$ cat src/rtl/uart_defs.sv
`default_nettype none
// +----------------------------------------------------------------------+
// | uart_defs                                                            |
// | Shared UART state encoding and default line parameters.              |
// | Rev 1.0                                                              |
// +----------------------------------------------------------------------+
package uart_defs;

  typedef enum logic [2:0] {
    ST_IDLE  = 3'd0,
    ST_FETCH = 3'd1,
    ST_LATCH = 3'd2,
    ST_START = 3'd3,
    ST_DATA  = 3'd4,
    ST_STOP  = 3'd5
  } uart_state_e;

  // 50 MHz system clock, 115200 baud
  localparam int unsigned DEFAULT_CLKS_PER_BIT = 434;
  localparam int unsigned DEFAULT_BIT_PER_WORD = 7;

endpackage
`default_nettype wire

$ cat src/rtl/uart_transmitter_baud_counter.sv
`default_nettype none
// +----------------------------------------------------------------------+
// | baud_counter                                                         |
// | Per-bit cycle counter; bitTick marks the last cycle of each bit.     |
// | Rev 1.0                                                              |
// +----------------------------------------------------------------------+
module baud_counter #(
  parameter int unsigned CLKS_PER_BIT = uart_defs::DEFAULT_CLKS_PER_BIT
) (
  input  logic clk,
  input  logic resetN,
  input  logic run,
  output logic bitTick
);

  localparam int unsigned CNT_W = (CLKS_PER_BIT > 1) ? $clog2(CLKS_PER_BIT) : 1;
  localparam logic [CNT_W-1:0] CNT_LAST = CNT_W'(CLKS_PER_BIT - 1);

  logic [CNT_W-1:0] cnt_q;
  logic [CNT_W-1:0] cnt_d;

  // Held at zero whenever the bit timer is not running
  always_comb begin
    cnt_d = '0;
    if (run && (cnt_q != CNT_LAST)) begin
      cnt_d = cnt_q + CNT_W'(1);
    end
  end

  always_ff @(posedge clk or negedge resetN) begin
    if (!resetN) begin
      cnt_q <= '0;
    end else begin
      cnt_q <= cnt_d;
    end
  end

  assign bitTick = run && (cnt_q == CNT_LAST);

endmodule
`default_nettype wire

$ cat src/rtl/uart_transmitter.sv
`default_nettype none
// +----------------------------------------------------------------------+
// | uart_transmitter                                                     |
// | Drains words from the TX buffer and sends each as an 8N1 frame.      |
// | Rev 1.0                                                              |
// +----------------------------------------------------------------------+
module uart_transmitter
  import uart_defs::*;
#(
  parameter int unsigned CLKS_PER_BIT = DEFAULT_CLKS_PER_BIT,
  parameter int unsigned BIT_PER_WORD = DEFAULT_BIT_PER_WORD
) (
  input  logic                  clk,
  input  logic                  resetN,
  input  logic                  fifoEmpty,
  input  logic [BIT_PER_WORD:0] fifoData,
  output logic                  fifoRead,
  output logic                  txOut,
  output logic                  busy,
  output logic                  txDone
);

  localparam int unsigned IDX_W = (BIT_PER_WORD > 0) ? $clog2(BIT_PER_WORD + 1) : 1;
  localparam logic [IDX_W-1:0] IDX_LAST = IDX_W'(BIT_PER_WORD);

  uart_state_e           state_q, state_d;
  logic [BIT_PER_WORD:0] shift_q, shift_d;
  logic [IDX_W-1:0]      idx_q, idx_d;
  logic                  txOut_q, txOut_d;
  logic                  fifoRead_q, fifoRead_d;
  logic                  txDone_q, txDone_d;

  logic                  baudRun;
  logic                  bitTick;

  assign baudRun = (state_q == ST_START) || (state_q == ST_DATA) || (state_q == ST_STOP);

  baud_counter #(
    .CLKS_PER_BIT (CLKS_PER_BIT)
  ) u_baud (
    .clk     (clk),
    .resetN  (resetN),
    .run     (baudRun),
    .bitTick (bitTick)
  );

  always_comb begin
    state_d    = state_q;
    shift_d    = shift_q;
    idx_d      = idx_q;
    txOut_d    = txOut_q;
    fifoRead_d = 1'b0;
    txDone_d   = 1'b0;

    unique case (state_q)
      ST_IDLE: begin
        txOut_d = 1'b1;
        if (!fifoEmpty) begin
          state_d    = ST_FETCH;
          fifoRead_d = 1'b1;
        end
      end

      ST_FETCH: begin
        state_d = ST_LATCH;
      end

      // Buffer data became valid at the end of FETCH; start bit goes out with the capture
      ST_LATCH: begin
        state_d = ST_START;
        shift_d = fifoData;
        txOut_d = 1'b0;
      end

      ST_START: begin
        idx_d = '0;
        if (bitTick) begin
          state_d = ST_DATA;
          txOut_d = shift_q[0];
        end
      end

      ST_DATA: begin
        if (bitTick) begin
          if (idx_q == IDX_LAST) begin
            state_d = ST_STOP;
            txOut_d = 1'b1;
          end else begin
            idx_d   = idx_q + IDX_W'(1);
            shift_d = shift_q >> 1;
            txOut_d = shift_d[0];
          end
        end
      end

      ST_STOP: begin
        if (bitTick) begin
          state_d  = ST_IDLE;
          txDone_d = 1'b1;
        end
      end

      default: begin
        state_d = ST_IDLE;
        txOut_d = 1'b1;
      end
    endcase
  end

  always_ff @(posedge clk or negedge resetN) begin
    if (!resetN) begin
      state_q    <= ST_IDLE;
      shift_q    <= '0;
      idx_q      <= '0;
      txOut_q    <= 1'b1;
      fifoRead_q <= 1'b0;
      txDone_q   <= 1'b0;
    end else begin
      state_q    <= state_d;
      shift_q    <= shift_d;
      idx_q      <= idx_d;
      txOut_q    <= txOut_d;
      fifoRead_q <= fifoRead_d;
      txDone_q   <= txDone_d;
    end
  end

  assign txOut    = txOut_q;
  assign fifoRead = fifoRead_q;
  assign txDone   = txDone_q;
  assign busy     = (state_q != ST_IDLE);

endmodule
`default_nettype wire

$ cat config.mk
export PLATFORM = sky130hd
export DESIGN_NAME = uart_transmitter
export DESIGN_NICKNAME = d
export VERILOG_FILES = /design/src/rtl/uart_defs.sv /design/src/rtl/uart_transmitter_baud_counter.sv /design/src/rtl/uart_transmitter.sv
export SDC_FILE = /design/constraint.sdc
export NUM_CORES = 1
export LEC_CHECK = 0
export ABC_AREA = 1
export BUFFER_PORTS_ARGS = -buffer_cell sky130_fd_sc_hd__buf_2
export CORE_AREA = 5 5 56 58
export DETAILED_ROUTE_END_ITERATION = 16
export DIE_AREA = 0 0 61 63
export GPL_ROUTABILITY_DRIVEN = 0
export GPL_TIMING_DRIVEN = 1
export PLACE_DENSITY = 0.76
export SYNTH_ARGS = -nofsm -noshare
export SYNTH_HDL_FRONTEND = slang
export SYNTH_SLANG_ARGS = --single-unit
$ cat constraint.sdc
create_clock -name clk -period 4.3 [get_ports clk]
set_input_delay 0.645 -clock clk [delete_from_list [all_inputs] [get_ports clk]]
set_output_delay 0.645 -clock clk [all_outputs]
set_load 0.02 [all_outputs]
======== Yosys cells after proc, flatten, opt, wreduce, memory -nomap -nowiden ========
Index checks and enable logic that the tools add are counted.
storage, ports and cells
  word-level logic and storage cells ...... 58
  output and inout port bits .............. 4
  bits of input ports ..................... 11
  bits in registers ....................... 26
cells by class
  muxes and demuxes ....................... 21
  eq/ne operators ......................... 14
  $add $sub $neg .......................... 2
  reduce and logical (&&, ||, !) cells .... 13
  bitwise gates (word level) .............. 1
operators with widths
  operator                                                                 count
  3-bit two-way mux                                                        7
  3-bit case mux with 6 select lines                                       1
  8-bit two-way mux                                                        2
  8-bit case mux with 2 select lines                                       1
  2-bit inequality test, second input constant                             5
  9-bit by 1-bit adder with 9-bit output, second input constant            1
  3-bit equality test, second input constant                               3
  9-bit equality test, second input constant                               1
  9-bit two-way mux                                                        1
  9-bit inequality test, second input constant                             1
  3-bit AND reduction                                                      3
  1-bit two-way mux                                                        7
  3-bit by 2-bit equality test with 1-bit output, second input constant    2
  3-bit case mux with 2 select lines                                       1
  5-bit AND reduction                                                      1
  1-bit case mux with 4 select lines                                       1
  2-bit nonzero test                                                       2
  3-bit by 1-bit adder with 3-bit output, second input constant            1
  3-bit by 1-bit equality test with 1-bit output, second input constant    1
  3-bit zero test                                                          1
  3-bit nonzero test                                                       1
  1-bit logical AND                                                        2
  1-bit logical OR                                                         2
  2-bit by 1-bit inequality test with 1-bit output, second input constant  1
  other kinds (2)                                                          2

======== Depth between registers and ports, before layout ========
  word-level depth ........................ 6
  mapped depth ............................ 10
  gate-level depth less buffers ........... 10

======== Modules after synthesis ========
A second synthesis with hierarchy kept.
second synthesis, totals
  cell total of the unflattened synthesis .. 195
  area total of the unflattened synthesis .. 1455.1 um^2
by module, submodules not included
  module            seq. area each (um^2)  cells each  instances  area each (um^2)
  uart_transmitter  426.7                  127         1          947.2
  baud_counter      225.2                  68          1          508.0

======== Worst setup path before layout ========
No wires, ideal clock.
  path type ............................... register to output
  start point ............................. reg state_q[1]
  end point ............................... out busy
  stages on the path, launching flop included .. 6
  buffers on the path ..................... 1
  data required time ...................... 3.655 ns
  arrival ................................. 0.816 ns
  path slack .............................. 2.839 ns
  path through ............................ dfrtp_1 > buf_6 > clkinv_2 > nand2_1 > nor2_1 > inv_1
on the way
  cells in the longest elaborated chain, start to end .. 1
ends and longest elaborated chain
  what                    line                     source
  start, declared         uart_transmitter.sv:26   uart_state_e state_q, state_d;
  start signal, assigned  uart_transmitter.sv:119  state_q <= state_d;
  3-bit nonzero test      uart_transmitter.sv:131  assign busy = (state_q != ST_IDLE);
  end, declared           uart_transmitter.sv:19   output logic busy,
Every way passes these cells.

======== Worst setup path in the final report ========
  start point ............................. reg state_q[0]
  end point ............................... out busy
Same word-level chain as after synthesis.

==> results.json <==
{
  "worstSetupPathType": "reg2out",
  "final_common_cell": "nand2_1",
  "leakagePower_nw": 0.8071,
  "grt_remaining_overflow": 0,
  "post_synth_num_cell_types": 25,
  "setup_viol_count_final": 0,
  "arrival_ps": 1350,
  "drc": 0,
  "swShare_pct": 44.70,
  "power.share.clock_pct": 11.9,
  "drive_gt1_share_pct": 16.16,
  "vdd_ir_drop_max_mv": 0.4704,
  "holdBufCountCts": 0,
  "cts.sinks": 26,
  "yosys_warnings": 0,
  "syn_area_per_cell_sq_um": 7.718,
  "port_buffers": 14,
  "grt_pass1_wl_mm": 4.899,
  "num_io_pins": 15,
  "r2r_slack_ps": 2480,
  "postSynthCellCount": 184,
  "initial_utilization_pct": 54.31,
  "post_cts_buffers": 0,
  "dieArea_sq_mm": 0.003843,
  "cp-end-kind": "primary output",
  "final.setup.tns_ps": 0,
  "die_h_um": 63,
  "vias": 1174,
  "synthToLayoutAreaGrowth_pct": 6.784,
  "core-area_sq_mm": 0.002615,
  "p_switching_mw": 0.4011,
  "rsz0062_at_grt": "no",
  "fin_cells": 229,
  "yosysTopAreaCell": "dfrtp_1",
  "crit_fanout": 7,
  "final_cell_mix": "nand2_1, dfrtp_1, nand3_1, buf_2, inv_1",
  "required_ps": 3650,
  "hold_class": "in2async",
  "clock-skew-final_ps": 3.360,
  "antenna_cells": 0,
  "clk_path_buf_depth": 2,
  "wire_per_inst_um": 11.38,
  "cts_tree": "done",
  "ant_nets": 0,
  "p_total_mw": 0.8973,
  "synth-seq-cells": 26,
  "nFillCells": 243,
  "routed_via_density": 5.127,
  "grt_max_degree": 27,
  "gr-usage-all-layers_pct": 16.24,
  "fin_hold_ws_ps": 303.5,
  "internal_power_mw": 0.4962,
  "drtIter0Drc": 54,
  "routed_wl_mm": 2.606,
  "postPlaceCellArea_sq_mm": 0.001490,
  "regArea_sq_um": 651.9,
  "cts_buffers": 3,
  "clk_pin_slew_worst_paths_ps": 140,
  "worst_pin_slew_ps": 576.1,
  "p_seq_share_pct": 43.1,
  "clk_latency_ps": 320,
  "num_rows": 19,
  "drv_slew": 0,
  "finalCriticalPeriod_ps": 1992,
  "dr.pass1.iters": 4,
  "max_slew_margin_pct": 61.60,
  "p_per_area_mw_per_mm2": 591.7,
  "start_kind": "flip-flop",
  "cts_resized": 0,
  "hpwl_mm": 1.929,
  "fp.dieW_um": 61,
  "cts_root_buffer": "clkbuf_4",
  "drv_cap": 0,
  "place_inst": 225,
  "fin_crit_sh_pct": 46.33,
  "ys_seq_area_share_pct": 45.90,
  "fin_area_sq_mm": 0.001516,
  "htreeDepth": 1,
  "grt_pass1_vias": 1241,
  "synth_nets": 199,
  "hold_viol": 0,
  "num-nets-final": 214,
  "multi_input_area_sq_um": 668.1,
  "yosys-top-cells-area": "dfrtp_1, nand2_1, nand3_1",
  "synth.top_cell.area_share_pct": 44.05,
  "combPwrFrac_pct": 45.0,
  "antenna_found_initial": 0,
  "synthesis.area_sq_mm": 0.001420,
  "status": "complete, no violations",
  "fmax_mhz": 501.9
}
## cells in the mapped netlist, drive strengths merged
cell	number
inv	15
dfrtp	25
buf	4
nor3b	2
nor2	15
clkinv	1
nor3	3
or2	2
nand3	23
o21ai	5
dfstp	1
ha	4
a21oi	5
nand4	2
nand2	76
xor2	1
## sequential cells by signal (all words and copies together), names as in the netlist
signal	count
fifoRead	1
shift_q	8
state_q	3
txOut	1
txDone	1
u_baud.cnt_q	9
idx_q	3
## logic make-up after synthesis
| logic type | count (synthesis) | synth area share, % |
|---|---|---|
| xor+xnor | 1 | 0.6169 |
| fa+ha+maj | 4 | 3.524 |
| compound gates | 10 | 3.524 |
| flops | 26 | 45.90 |
| buf+inv | 20 | 7.048 |
| simple gates | 123 | 39.38 |
## critical path: stages (launching register included)
cell     delay, ps
dfrtp_1        480
inv_2          130
nand2_1         70
nor2_1         120
inv_1           70
buf_2          160
## per-layer routing
layer / track usage, % / up-vias / part of all wire [%]
met4: 5.691 / 0 / 1.5
li1: - / 606 / -
met1: 20.16 / 541 / 46
met3: 3.306 / 5 / 4.1
met2: 27.14 / 22 / 49
met5: 0 / - / 0
## path summary, 6_finish.rpt
kind,from,to,depth (start not counted)
worst max-delay path,state_q[0],busy,5
max in group asynchronous,resetN,txOut,1
worst max register to register,state_q[0],idx_q[2],8
worst min-delay path,resetN,shift_q[4],1
min in group clk,fifoEmpty,fifoRead,2
worst min register to register,u_baud.cnt_q[0],u_baud.cnt_q[0],1
## area by class of cell
type | instances | share of cell area [%]
clock buffers | 4 | 1.733
well taps | 31 | 2.558
flip-flops and latches | 26 | 42.99
repair buffers | 14 | 4.620
multi-input cells | 138 | 44.06
inverters | 16 | 4.043
## through the flow
stage               setup slack (ps)  utilization, %
floorplan                       2839               -
global placement                2617           56.99
detailed placement              2519           56.99
CTS                             2299           57.99
global route                    2145           57.99
finish                          2308           57.99
## power by group through the flow
| stage | combinational [mW] | sequential [mW] | clock [mW] |
|---|---|---|---|
| final | 0.404 | 0.387 | 0.106 |
| after global routing | 0.478 | 0.397 | 0.120 |
| after CTS | 0.410 | 0.385 | 0.110 |
| after detailed placement | 0.407 | 0.389 | 0 |
| after global placement | 0.396 | 0.386 | 0 |
| after floorplan | 0.357 | 0.378 | 0 |
Power figures use the tool's default switching activity.
